## src/rtl/mul_sequencer.sv

```systemverilog
// Iterative radix-2 shift-add multiplier for DLX MULT/MULTU, with its own sequencing FSM.
// Optional early termination on an exhausted multiplier: define MUL_SEQ_EARLY_TERM_EN.
module mul_sequencer #(
  parameter int WIDTH = 32,
  parameter int CNT_W = 5
) (
  input  logic             clk,
  input  logic             reset,
  input  logic             start,
  input  logic             mulSigned,
  input  logic [WIDTH-1:0] opA,
  input  logic [WIDTH-1:0] opB,
  output logic             stall,
  output logic             busy,
  output logic             done,
  output logic [WIDTH-1:0] productLo,
  output logic [WIDTH-1:0] productHi
);

  typedef enum logic [1:0] {
    S_IDLE,
    S_RUN,
    S_DONE
  } state_t;

  localparam logic [CNT_W-1:0] LAST_CNT = CNT_W'(WIDTH - 1);

  state_t             state;
  logic [2*WIDTH-1:0] mcand;
  logic [2*WIDTH-1:0] acc;
  logic [WIDTH-1:0]   mplier;
  logic [CNT_W-1:0]   counter;
  logic               neg_res;

  logic [WIDTH-1:0]   mag_a;
  logic [WIDTH-1:0]   mag_b;
  logic [2*WIDTH-1:0] acc_next;
  logic [2*WIDTH-1:0] result;
  logic               last_iter;

  // NOTE: every signal driven here gets a value on every path, so no latches are inferred.
  always_comb begin
    mag_a    = (mulSigned && opA[WIDTH-1]) ? -opA : opA;
    mag_b    = (mulSigned && opB[WIDTH-1]) ? -opB : opB;
    acc_next = mplier[0] ? acc + mcand : acc;
    result   = neg_res ? -acc_next : acc_next;
`ifdef MUL_SEQ_EARLY_TERM_EN
    last_iter = (counter == LAST_CNT) || ((mplier >> 1) == '0);
`else
    last_iter = (counter == LAST_CNT);
`endif
    // Freeze the pipeline in the start cycle itself, not one cycle later.
    stall = ((state == S_IDLE) && start) || (state == S_RUN);
  end

  // NOTE: all state uses non-blocking assignments so every register samples pre-edge values.
  // NOTE: the datapath registers are reset too; the products must read 0 after any reset.
  always_ff @(posedge clk or posedge reset) begin
    if (reset) begin
      state     <= S_IDLE;
      busy      <= 1'b0;
      done      <= 1'b0;
      productLo <= '0;
      productHi <= '0;
      mcand     <= '0;
      acc       <= '0;
      mplier    <= '0;
      counter   <= '0;
      neg_res   <= 1'b0;
    end else begin
      case (state)
        S_IDLE: begin
          done <= 1'b0;
          if (start) begin
            mcand   <= {{WIDTH{1'b0}}, mag_a};
            mplier  <= mag_b;
            neg_res <= mulSigned & (opA[WIDTH-1] ^ opB[WIDTH-1]);
            acc     <= '0;
            counter <= '0;
            busy    <= 1'b1;
            state   <= S_RUN;
          end
        end
        S_RUN: begin
          acc     <= acc_next;
          mcand   <= mcand << 1;
          mplier  <= mplier >> 1;
          counter <= counter + CNT_W'(1);
          if (last_iter) begin
            {productHi, productLo} <= result;
            busy  <= 1'b0;
            done  <= 1'b1;
            state <= S_DONE;
          end
        end
        S_DONE: begin
          // A start seen here is dropped; the pipeline re-presents it once unfrozen.
          done  <= 1'b0;
          state <= S_IDLE;
        end
        default: begin
          busy  <= 1'b0;
          done  <= 1'b0;
          state <= S_IDLE;
        end
      endcase
    end
  end

endmodule

```

## config.mk

```make
export PLATFORM = sky130hd
export DESIGN_NAME = mul_sequencer
export DESIGN_NICKNAME = d
export VERILOG_FILES = /design/src/rtl/mul_sequencer.sv
export SDC_FILE = /design/constraint.sdc
export NUM_CORES = 1
export LEC_CHECK = 0
export BUFFER_PORTS_ARGS = -buffer_cell sky130_fd_sc_hd__buf_4
export CAP_MARGIN = 20
export CELL_PAD_IN_SITES_DETAIL_PLACEMENT = 2
export CELL_PAD_IN_SITES_GLOBAL_PLACEMENT = 2
export CORE_MARGIN = 8
export CORE_UTILIZATION = 30
export CTS_BUF_LIST = sky130_fd_sc_hd__clkbuf_2 sky130_fd_sc_hd__clkbuf_4 sky130_fd_sc_hd__clkbuf_8
export CTS_CLUSTER_DIAMETER = 120
export DETAILED_ROUTE_END_ITERATION = 12
export PLACE_DENSITY = 0.73
export SLEW_MARGIN = 40
export SYNTH_ARGS = -nofsm -noshare
export SYNTH_HDL_FRONTEND = slang
export SYNTH_SLANG_ARGS = --single-unit
```

## constraint.sdc

```tcl
create_clock -name clk -period 8.74 [get_ports clk]
set_input_delay 2.622 -clock clk [delete_from_list [all_inputs] [get_ports clk]]
set_output_delay 2.622 -clock clk [all_outputs]
set_load 0.03 [all_outputs]
```

# Yosys cells after proc, flatten, opt, wreduce, memory -nomap -nowiden
# Index checks and enable logic that the tools add are counted.
dict set report word_totals {
  mem_count 0
  latchBits 0
  mem_bits_rw 0
  rom_bits 0
  in_bits 68
  ff_bits 234
  output_inout_bits 67
  elab_cells 54
}
dict set report classes {
  shifts 0
  eq_ne 5
  muxes 20
  n_addsub 5
  reduce_logical 11
  multipliers 0
  order_cmp 0
  bitwise 3
  div 0
}
# cell n
set ops {}
lappend ops {{two-way mux 64 bit} 4}
lappend ops {{case mux 64 bit (2 select lines)} 2}
lappend ops {{two-way mux 32 bit} 3}
lappend ops {{adder 64 bit} 1}
lappend ops {{negation 32 bit} 2}
lappend ops {{negation 64 bit} 1}
lappend ops {{case mux 32 bit (2 select lines)} 1}
lappend ops {{case mux 5 bit (2 select lines)} 1}
lappend ops {{AND reduction 2 bit} 4}
lappend ops {{adder 5 x 1 -> 5 bit (second input constant)} 1}
lappend ops {{== test 5 bit (second input constant)} 1}
lappend ops {{two-way mux 5 bit} 1}
lappend ops {{two-way mux 1 bit} 4}
lappend ops {{two-way mux 2 bit} 2}
lappend ops {{inequality test 2 bit (second input constant)} 2}
lappend ops {{case mux 2 bit (2 select lines)} 1}
lappend ops {{logical AND 1 bit} 3}
lappend ops {{case mux 1 bit (3 select lines)} 1}
lappend ops {{AND reduction 3 bit} 1}
lappend ops {{== test 2 x 1 -> 1 bit (second input constant)} 1}
lappend ops {{== test 2 bit (second input constant)} 1}
lappend ops {{zero test 2 bit} 1}
lappend ops {{nonzero test 2 bit} 1}
lappend ops {{bitwise AND 1 bit} 1}
lappend ops {{other kinds (3)} 3}

# Depth between registers and ports, before layout
# Gate-level depths: netlist (run 1).
dict set report logic_depth {
  word_depth 4
  ltp_mapped 17
  depth_no_buf 15
}

# Least setup slack after synthesis (run 1)
# OpenSTA, ideal clock, no wires.
dict set report synth_path {
  kind {input to output}
  start {in start}
  end {out stall}
  arrival_time_ns 3.220
  slack_ns 2.898
  n_path_buf 0
  required_ns 6.118
  cell_stages 2
  path_cell_list {o21ai_1 clkinv_1}
}
dict set report synth_between {
  elab_chain_len 2
}
# item line_no
set synth_lines {}
lappend synth_lines {{start, declared} 9} ;# input logic start,
lappend synth_lines {{logical AND 1 bit} 53} ;# stall = ((state == S_IDLE) && start) || (state == S_RUN);
lappend synth_lines {{logical OR 1 bit} 53}
lappend synth_lines {{end, declared} 13} ;# output logic stall,
# Every way passes these cells.

# Worst setup path in the final report (run 1)
# Same ends and word-level chain as after synthesis.

==> results of run 1 <==
[Yosys cell counts, types with 16 or more instances]
library cell,n
o31ai_1,26
nand3_1,32
o211ai_1,17
nand4_1,46
nor2_1,130
mux2i_1,20
nor3_1,48
inv_1,43
a22o_1,48
ha_1,68
o22ai_1,23
o21a_1,18
a21o_1,25
a21oi_1,144
clkbuf_1,106
nand2_1,301
o21ai_0,259
xor2_1,50
nor2b_1,19
or3_1,18
nor4_1,17
dfrtp_1,234
buf_2,16
xnor2_1,96
a31oi_1,16
a22oi_1,55
[where the power goes]
group	switching, W	internal, W	leakage (nW)
sequential	0.000452	0.00154	3.07
combinational	0.00349	0.00174	4.70
clock	0.000533	0.000786	0.550
total	0.00448	0.00407	8.32
[metrics by stage]
stage	total power [W]	cell area, sq um	instances	hold WS (ps)
final	0.008549	19820	2950	485.6
after CTS	0.008572	19750	2946	491.1
after floorplan	0.005369	17060	2095	447.2
after detailed placement	0.007182	18690	2867	474.9
after global routing	0.009155	19820	2950	517.4
after global placement	0.006959	18610	2865	466.1
[sequential cells by signal (all words and copies together) (netlist names), 2 cells and up]
register	count
acc	64
counter	5
mcand	64
mplier	32
productHi	32
productLo	32
state	2
[kinds of logic (layout without fill, tap and decap cells)]
kind of cell             after synthesis  after routing  synth area share (%)
AO/OA/AOI/OAI                        749            749                 28.03
AND/OR/NAND/NOR                      691            691                 19.13
flip-flops                           234            234                 34.33
buffers and inverters                178            277                 4.210
XOR/XNOR                             146            146                 7.497
adder cells (fa/ha/maj)               69             69                 5.105
multiplexers                          28             28                 1.702
[placed cells by master (no fill, tap or decap), drive strengths merged, types with 6 or more instances in the layout]
cell,synthesis,final
and2,11,11
o22ai,23,23
nand4,46,46
mux2i,20,20
and4,9,9
o21ai,274,274
nor4,19,19
or4,6,6
nor2,131,131
nand2,301,301
o21a,18,18
bufinv,0,6
inv,43,45
xor2,50,50
nor3b,8,8
nor3,49,49
or3,18,18
ha,68,68
nand2b,15,15
mux2,8,8
a21boi,10,10
and3,7,7
dfrtp,234,234
a31oi,17,17
a22o,48,48
a221oi,10,10
a22oi,55,55
buf,27,152
o31ai,26,26
a21o,25,25
nor2b,19,19
a211oi,10,10
o21bai,8,8
o211ai,18,18
o41ai,10,10
xnor2,96,96
clkbuf,106,66
a21oi,151,151
nand3,33,33
[worst max-delay path by stage]
stage | cells past startpoint | from | end
6_report | 4 | start | stall
2_1_floorplan | 2 | start | stall
3_5_place_dp | 4 | start | stall
5_1_grt | 4 | start | stall
4_1_cts | 4 | start | stall
3_3_place_gp | 4 | start | stall
[area by class of cell]
class	count	area, sq um
clock inverters	14	235.2
inverters	45	172.7
clock buffers	65	825.8
flip-flops and latches	234	5861
multi-input cells	1683	10540
well taps	756	945.9
fillers	6461	36460
repair buffers	153	1239
[metal layers]
layer | wire length [um] | track usage (%) | up-vias
met5 | 0 | 0 | -
met4 | 2707 | 8.384 | 0
met3 | 2324 | 2.741 | 126
met2 | 33700 | 35.90 | 294
met1 | 30650 | 27.02 | 8645
li1 | - | - | 7814
[worst max-delay path: cells and delay by family]
kind	cells	cell delay, ps
compound gates	1	150
buf+inv	3	1100
==> flow_metrics.py, run 1 <==
metrics = {
    "worst_setup_path": {
        "rr_endpoint": "productHi[25]$_DFFE_PP0P_",
        "slowest_delay_ps": 530,
        "worstSetupPathType": "input pin to output pin",
        "crit_path_max_fanout": 12,
        "rrSetupSlack_ps": 3000,
        "r2r_cells": 13,
        "startpoint_type": "input pin",
        "crit_top_cell": "buf_4",
        "slowest_stage": "clkinv_1",
        "worstPathRequired_ps": 6120,
        "end_kind": "output pin",
        "regToRegStartpoint": "mcand[19]$_DFFE_PP0P_",
        "crit_chain": "buf_4 -> o21ai_4 -> clkinv_1 -> buf_4",
        "cp.arrival_ps": 3880,
    },
    "logic_synthesis": {
        "syn_nets": 2232,
        "ys.warnings.count": 0,
        "syn_avg_cell_area_sq_um": 8.142,
        "synth_edf_count": 0,
        "synth_area_leaders": "dfrtp_1 (34%), o21ai_0 (7.6%), nand2_1 (6.6%)",
        "synthesis.instances": 2095,
        "ys_types": 86,
        "ys_async_sr_fraction_pct": 100.0,
        "syn-cell-area_sq_um": 17060,
        "seq_area_frac_synth_pct": 34.33,
        "yosysTopAreaCell": "dfrtp_1",
        "ys_ff_latch": 234,
        "synth_top_area_share_pct": 34.33,
        "synthFlopType": "dfrtp_1",
    },
    "power": {
        "power.density_nw_per_um2": 431.4,
        "p_leak_nw": 8.321,
        "ir_drop_uv": 167.8,
    },
    "clock_tree": {
        "cts_sinks": 234,
        "cts_resized": 0,
        "clk_path_buf_depth": 3,
        "clockRootBuffer": "clkbuf_8",
        "clkTransAtPathRegs_ps": 60,
        "htree_levels": 2,
        "cts_tree": "yes",
        "clock_latency_ps": 630,
        "cts_setup_buffers": 0,
        "cts_hold_buf": 0,
        "cts_buffers": 44,
    },
    "drt": {
        "vias": 16879,
        "vias_per_cell": 5.722,
        "drtIter0Drc": 828,
        "drc": 0,
        "drt_wl_total_um": 69380,
        "drt_pass1_iterations": 4,
        "ant_nets": 0,
        "wl_per_cell_um": 23.52,
    },
    "timing": {
        "fin_crit_ps": 6499,
        "fin_crit_sh_pct": 74.36,
        "max_freq_mhz": 153.9,
        "rsz0062_at_grt": "no",
        "finalSetupViolCount": 0,
        "relSlewSlack_pct": 40.49,
        "worstMarginPinSlew_ps": 883.3,
        "setup_ws_ps": 2241,
        "fin_setup_tns_ps": 0,
        "clock_skew_ps": 35.79,
        "slew_viol_final": 0,
        "hold_viol": 0,
    },
    "grt": {
        "grt_max_degree": 109,
        "overflow": 0,
        "grt_pass1_vias": 18411,
        "grt_first_pass_wirelength_um": 108600,
        "grtUsageTotal_pct": 21.13,
        "antenna_found_initial": 1,
    },
    "layout": {
        "nNetsFinal": 2298,
        "finish.utilization_pct": 35.21,
        "antenna_cells": 0,
        "drive_gt1_share_pct": 12.85,
        "area_growth_syn_to_layout_pct": 16.17,
    },
    "flow_run": {
        "maxCapViolCount": 0,
    },
    "floorplanning": {
        "rows": 87,
        "pin_count": 135,
        "die_x_um": 254.5,
        "start_util_pct": 30.31,
        "core_area_sq_um": 56280,
        "die_y_um": 254.5,
        "dieArea_sq_um": 64740,
    },
    "hold_path": {
        "hold_path_end": "productHi[9]$_DFFE_PP0P_",
        "holdPathStages": 2,
        "hp-class": "register to register",
        "hp-start": "productHi[9]$_DFFE_PP0P_",
    },
    "run_status": {
        "status": "finished clean",
    },
    "placed_design": {
        "pre_cts_slack_ps": 2206,
        "post-dp-hpwl_um": 52300,
        "port_buffers": 134,
        "gp_routability_congestion": 0.9068,
    },
}
Note: power is estimated with default switching activity, not from simulation.
==> run 2, diff against run 1 <==
clock period = 5.4 ns   (was 8.74 ns; I/O delays follow)
==> flow_metrics.py, run 2 (synthesis results as in run 1) <==
metrics = {
    "floorplanning": {
        "rows": 87,
        "start_util_pct": 30.31,
        "die_x_um": 254.5,
        "core_area_sq_um": 56280,
        "dieArea_sq_um": 64740,
        "die_y_um": 254.5,
        "pin_count": 135,
    },
    "power": {
        "ir_drop_uv": 206.4,
        "p_leak_nw": 8.481,
        "power.density_nw_per_um2": 703.5,
    },
    "worst_setup_path": {
        "slowest_delay_ps": 700,
        "rrSetupSlack_ps": 270,
        "crit_family": "compound AO/OA/AOI/OAI gates",
        "cp.arrival_ps": 5610,
        "regToRegStartpoint": "mcand[0]$_DFFE_PP0P_",
        "crit_path_max_fanout": 12,
        "r2r_cells": 15,
        "cp-endpoint": "productHi[25]$_DFFE_PP0P_",
        "startpoint_type": "register",
        "cp-startpoint": "mcand[0]$_DFFE_PP0P_",
        "rr_endpoint": "productHi[25]$_DFFE_PP0P_",
        "worstPathRequired_ps": 5880,
        "worstSetupPathType": "register to register",
        "slowest_stage": "or4b_4",
        "end_kind": "register",
        "path_buf_inv": 1,
        "crit_top_cell": "a31oi_1",
        "crit_chain": "ha_1 -> inv_1 -> fa_1 -> nand2b_1 -> a211oi_1 -> o21ai_1 -> a21o_1 -> a31oi_1 -> o221a_2 -> a31oi_1 -> or4_1 -> or4b_4 -> o41ai_1 -> xor2_1 -> o21ai_0",
        "worst-path-stages": 15,
    },
    "grt": {
        "grtUsageTotal_pct": 22.40,
        "antenna_found_initial": 0,
        "grt_max_degree": 81,
        "grt_pass1_vias": 18854,
        "overflow": 0,
        "grt_first_pass_wirelength_um": 114300,
    },
    "timing": {
        "worstMarginPinSlew_ps": 796.8,
        "slew_viol_final": 0,
        "rsz0062_at_grt": "no",
        "clock_skew_ps": 22.70,
        "finalSetupViolCount": 0,
        "relSlewSlack_pct": 46.32,
        "max_freq_mhz": 195.0,
        "fin_crit_ps": 5129,
        "fin_setup_tns_ps": 0,
        "fin_crit_sh_pct": 94.98,
        "hold_viol": 0,
    },
    "drt": {
        "vias_per_cell": 5.749,
        "drt_wl_total_um": 73450,
        "vias": 17201,
        "drt_pass1_iterations": 5,
        "ant_nets": 0,
        "drtIter0Drc": 846,
        "drc": 0,
        "wl_per_cell_um": 24.55,
    },
    "layout": {
        "stdcell_count": 2992,
        "top_regs": "acc (64), mcand (64)",
        "finish.utilization_pct": 35.59,
        "final_common_cell": "nand2_1",
        "area_growth_syn_to_layout_pct": 17.44,
        "drive_gt1_share_pct": 14.49,
        "antenna_cells": 0,
        "nNetsFinal": 2345,
        "mostFrequentLayoutCells": "nand2_1 (297), o21ai_0 (258), dfrtp_1 (232), buf_4 (191), a21oi_1 (144)",
    },
    "clock_tree": {
        "cts_setup_buffers": 0,
        "clockRootBuffer": "clkbuf_8",
        "cts_buffers": 45,
        "cts_hold_buf": 0,
        "clkTransAtPathRegs_ps": 60,
        "cts_tree": "yes",
        "clock_latency_ps": 640,
        "htree_levels": 2,
        "cts_sinks": 234,
        "clk_path_buf_depth": 3,
    },
    "flow_run": {
        "maxCapViolCount": 0,
    },
    "placed_design": {
        "post-dp-hpwl_um": 56670,
        "gp_routability_congestion": 0.9681,
        "port_buffers": 134,
        "dp_cells": 2917,
    },
    "hold_path": {
        "hp-class": "register to register",
    },
    "run_status": {
        "status": "finished clean",
    },
}
## run 2: cell types whose count changed in the layout (fill, tap and decap cells not counted), moves of 2 or more
| cell | change |
|---|---|
| buf_12 | +2 |
| clkbuf_4 | +6 |
| clkbuf_8 | -4 |
| buf_6 | -2 |
| buf_16 | -2 |
| buf_4 | +48 |
| clkinv_2 | -2 |
| bufinv_16 | -4 |
## run 2: worst min-delay path by stage
| stage | end | depth (start not counted) | slack [ps] | start |
|---|---|---|---|---|
| after global routing | productHi[10]$_DFFE_PP0P_ | 2 | 520 | productHi[10]$_DFFE_PP0P_ |
| final | productHi[10]$_DFFE_PP0P_ | 2 | 480 | productHi[10]$_DFFE_PP0P_ |
| after floorplan | mplier[31]$_DFFE_PP0P_ | 2 | 450 | mplier[31]$_DFFE_PP0P_ |
| after detailed placement | mplier[31]$_DFFE_PP0P_ | 2 | 470 | mplier[31]$_DFFE_PP0P_ |
| after global placement | mplier[31]$_DFFE_PP0P_ | 2 | 470 | mplier[31]$_DFFE_PP0P_ |
| after CTS | mplier[31]$_DFFE_PP0P_ | 2 | 480 | mplier[31]$_DFFE_PP0P_ |
## run 2: area by class of cell
| class | instances | area, sq um |
|---|---|---|
| fill | 6492 | 36250 |
| multi-input combinational | 1683 | 10550 |
| sequential | 234 | 5861 |
| timing repair buffer | 199 | 1572 |
| tap | 756 | 945.9 |
| clock buffer | 67 | 815.8 |
| inverter | 45 | 172.7 |
| clock inverter | 8 | 113.9 |
## run 2: metal layers
layer	up-vias	wire, um	global-route usage (%)
met5	-	0	0
met1	8774	32440	28.81
met4	0	2942	8.809
li1	7901	-	-
met2	385	35260	37.87
met3	141	2801	2.924
## run 2: power breakdown
group / internal [W] / total, W / switching (W)
Combinational: 0.00306 / 0.00893 / 0.00588
Clock: 0.00106 / 0.00192 / 0.000857
Sequential: 0.00250 / 0.00324 / 0.000745
Total: 0.00661 / 0.0141 / 0.00748
## run 2: repair_timing
item / CTS / global route
gates resized for setup: 0 / 4
setup endpoints to repair: 0 / 18
hold endpoints to repair: 0 / 0
## run 2: metrics by stage
| step | area, sq um | setup slack [ps] | hold slack [ps] | total power (W) |
|---|---|---|---|---|
| after detailed placement | 19070 | 169.0 | 471.3 | 0.01208 |
| after CTS | 20000 | 148.4 | 484.8 | 0.01413 |
| after floorplan | 17060 | 716.1 | 447.2 | 0.008689 |
| after global routing | 20030 | 20.61 | 522.3 | 0.01506 |
| final | 20030 | 271.2 | 478.2 | 0.01409 |
| after global placement | 19010 | 381.8 | 466.8 | 0.01174 |
## run 2: tightest hold or removal path: cells and delay by family, from the launching register on
family,cells,cell delay (ps)
AOI/OAI and AO/OA,1,60
DFF,1,340
and+or+nand+nor,1,50
==> run 3, diff against run 2 <==
CORE_MARGIN = 3   (was 8)
GPL_ROUTABILITY_DRIVEN = 0   (was not set)
==> flow_metrics.py, run 3 (synthesis results as in run 1) <==
metrics = {
    "layout": {
        "finish.utilization_pct": 35.93,
        "top_regs": "acc (64), mcand (64)",
        "drive_gt1_share_pct": 14.30,
        "nNetsFinal": 2334,
        "final_common_cell": "nand2_1",
        "antenna_cells": 0,
        "fillers": 6339,
        "area_growth_syn_to_layout_pct": 17.18,
        "mostFrequentLayoutCells": "nand2_1 (298), o21ai_0 (257), dfrtp_1 (232), buf_4 (183), a21oi_1 (144)",
        "stdcell_count": 2978,
    },
    "run_status": {
        "status": "finished clean",
    },
    "clock_tree": {
        "clkTransAtPathRegs_ps": 60,
        "clockRootBuffer": "clkbuf_8",
        "htree_levels": 2,
        "cts_buffers": 45,
        "cts_sinks": 234,
        "cts_tree": "yes",
        "clk_path_buf_depth": 3,
        "clock_latency_ps": 650,
        "cts_resized": 0,
        "cts_setup_buffers": 0,
        "cts_hold_buf": 0,
    },
    "timing": {
        "worstMarginPinSlew_ps": 827.1,
        "rsz0062_at_grt": "yes",
        "slew_viol_final": 0,
        "fin_crit_ps": 5202,
        "hold_viol": 0,
        "clock_skew_ps": 29.60,
        "max_freq_mhz": 192.2,
        "fin_crit_sh_pct": 96.33,
        "relSlewSlack_pct": 44.60,
        "finalSetupViolCount": 0,
    },
    "floorplanning": {
        "core_area_sq_um": 55630,
        "start_util_pct": 30.66,
        "rows": 86,
        "dieArea_sq_um": 59760,
        "pin_count": 135,
        "die_y_um": 244.5,
        "die_x_um": 244.5,
    },
    "power": {
        "power.density_nw_per_um2": 704.5,
        "p_leak_nw": 8.453,
        "p_int_w": 0.006673,
        "p_seq_share_pct": 22.8,
        "switchingPower_w": 0.007409,
        "power_frac_clock_pct": 14.6,
        "ir_drop_uv": 294.0,
        "sw_frac_of_total_pct": 52.62,
        "power.combinational.fraction_pct": 62.6,
    },
    "grt": {
        "grt_max_degree": 83,
        "grtUsageTotal_pct": 23.74,
        "grt_pass1_vias": 18724,
        "overflow": 0,
        "grt_first_pass_wirelength_um": 112100,
        "antenna_found_initial": 1,
    },
    "worst_setup_path": {
        "cp.arrival_ps": 5690,
        "regToRegStartpoint": "mcand[0]$_DFFE_PP0P_",
        "crit_path_max_fanout": 12,
        "worstPathRequired_ps": 5890,
        "end_kind": "register",
        "worstSetupPathType": "register to register",
        "cp-startpoint": "mcand[0]$_DFFE_PP0P_",
        "startpoint_type": "register",
    },
    "drt": {
        "vias": 17215,
        "drt_wl_total_um": 71680,
        "drc": 0,
        "wl_per_cell_um": 24.07,
        "drt_pass1_iterations": 5,
        "ant_nets": 0,
        "vias_per_cell": 5.781,
        "drtIter0Drc": 996,
    },
    "placed_design": {
        "port_buffers": 134,
        "post-dp-hpwl_um": 54740,
        "dp_cells": 2898,
    },
    "hold_path": {
        "hp-class": "register to register",
        "hp-start": "productHi[9]$_DFFE_PP0P_",
    },
    "flow_run": {
        "maxCapViolCount": 0,
    },
}
==> run 3: cell count changes in the layout (fill, tap and decap cells not counted), sizes merged <==
cell / before / now
clkbuf: 67 / 70
clkinvlp: 2 / 3
bufinv: 2 / 3
buf: 199 / 188
==> run 3: metrics by stage <==
| stage | instance area (sq um) | power, W | setup slack [ps] | hold slack (ps) | setup TNS [ps] |
|---|---|---|---|---|---|
| after global placement | 18930 | 0.01156 | 310.4 | 461.8 | 0 |
| final | 19990 | 0.01408 | 198.4 | 478.2 | 0 |
| after detailed placement | 18940 | 0.01192 | 83.40 | 473.6 | 0 |
| after global routing | 19990 | 0.01513 | -4.424 | 520.9 | -6.108 |
| after CTS | 19970 | 0.01409 | 77.26 | 486.9 | 0 |
| after floorplan | 17060 | 0.008689 | 716.1 | 447.2 | 0 |
==> run 3: path summary, 6_finish.rpt <==
| path | endpoint | slack [ps] | cells after the start |
|---|---|---|---|
| min reg2reg | productHi[9]$_DFFE_PP0P_ | 480 | 2 |
| min in group asynchronous | mcand[31]$_DFFE_PP0P_ | 1100 | 2 |
| min | productHi[9]$_DFFE_PP0P_ | 480 | 2 |
| max reg2reg | productHi[25]$_DFFE_PP0P_ | 200 | 15 |
| max | productHi[25]$_DFFE_PP0P_ | 200 | 15 |
| max in group asynchronous | acc[48]$_DFFE_PP0P_ | 3360 | 3 |
==> run 3: power groups by stage <==
stage | Combinational, W | Sequential [W] | Clock, W
2_1_floorplan | 0.00540 | 0.00329 | 0
3_3_place_gp | 0.00837 | 0.00318 | 0
3_5_place_dp | 0.00870 | 0.00323 | 0
4_1_cts | 0.00876 | 0.00321 | 0.00212
5_1_grt | 0.00963 | 0.00332 | 0.00219
6_report | 0.00881 | 0.00322 | 0.00206
==> run 3: per-layer routing <==
layer | GRT usage (%) | vias to the layer above | part of all wire (%) | wire length (um)
li1 | - | 7878 | - | -
met1 | 30.80 | 8841 | 44 | 31820
met2 | 40.92 | 379 | 49 | 34820
met3 | 2.917 | 117 | 3.8 | 2692
met4 | 7.919 | 0 | 3.3 | 2343
met5 | 0 | - | 0 | 0
==> run 3: critical path, cell delays in order (launching register included) <==
cell and delay (ps):
dfrtp_1 400, ha_1 250, inv_1 90, fa_1 210, nand2b_1 270, a21oi_4 150
or4_1 430, a32oi_1 320, nor3b_1 350, and4b_1 350, nand3_2 130, or4_1 610
or4b_4 730, o41ai_1 480, xor2_1 200, o21ai_0 90
==> run 3: layout make-up <==
cell class                 instances  area [sq um]  share of cell area [%]
inverter                          45         172.7                  0.8639
clock buffer                      70         869.6                   4.351
multi-input combinational       1683         10540                   52.74
timing repair buffer             188          1456                   7.286
sequential                       234          5861                   29.32
tap                              748         935.9                   4.682
clock inverter                    10         151.4                  0.7574
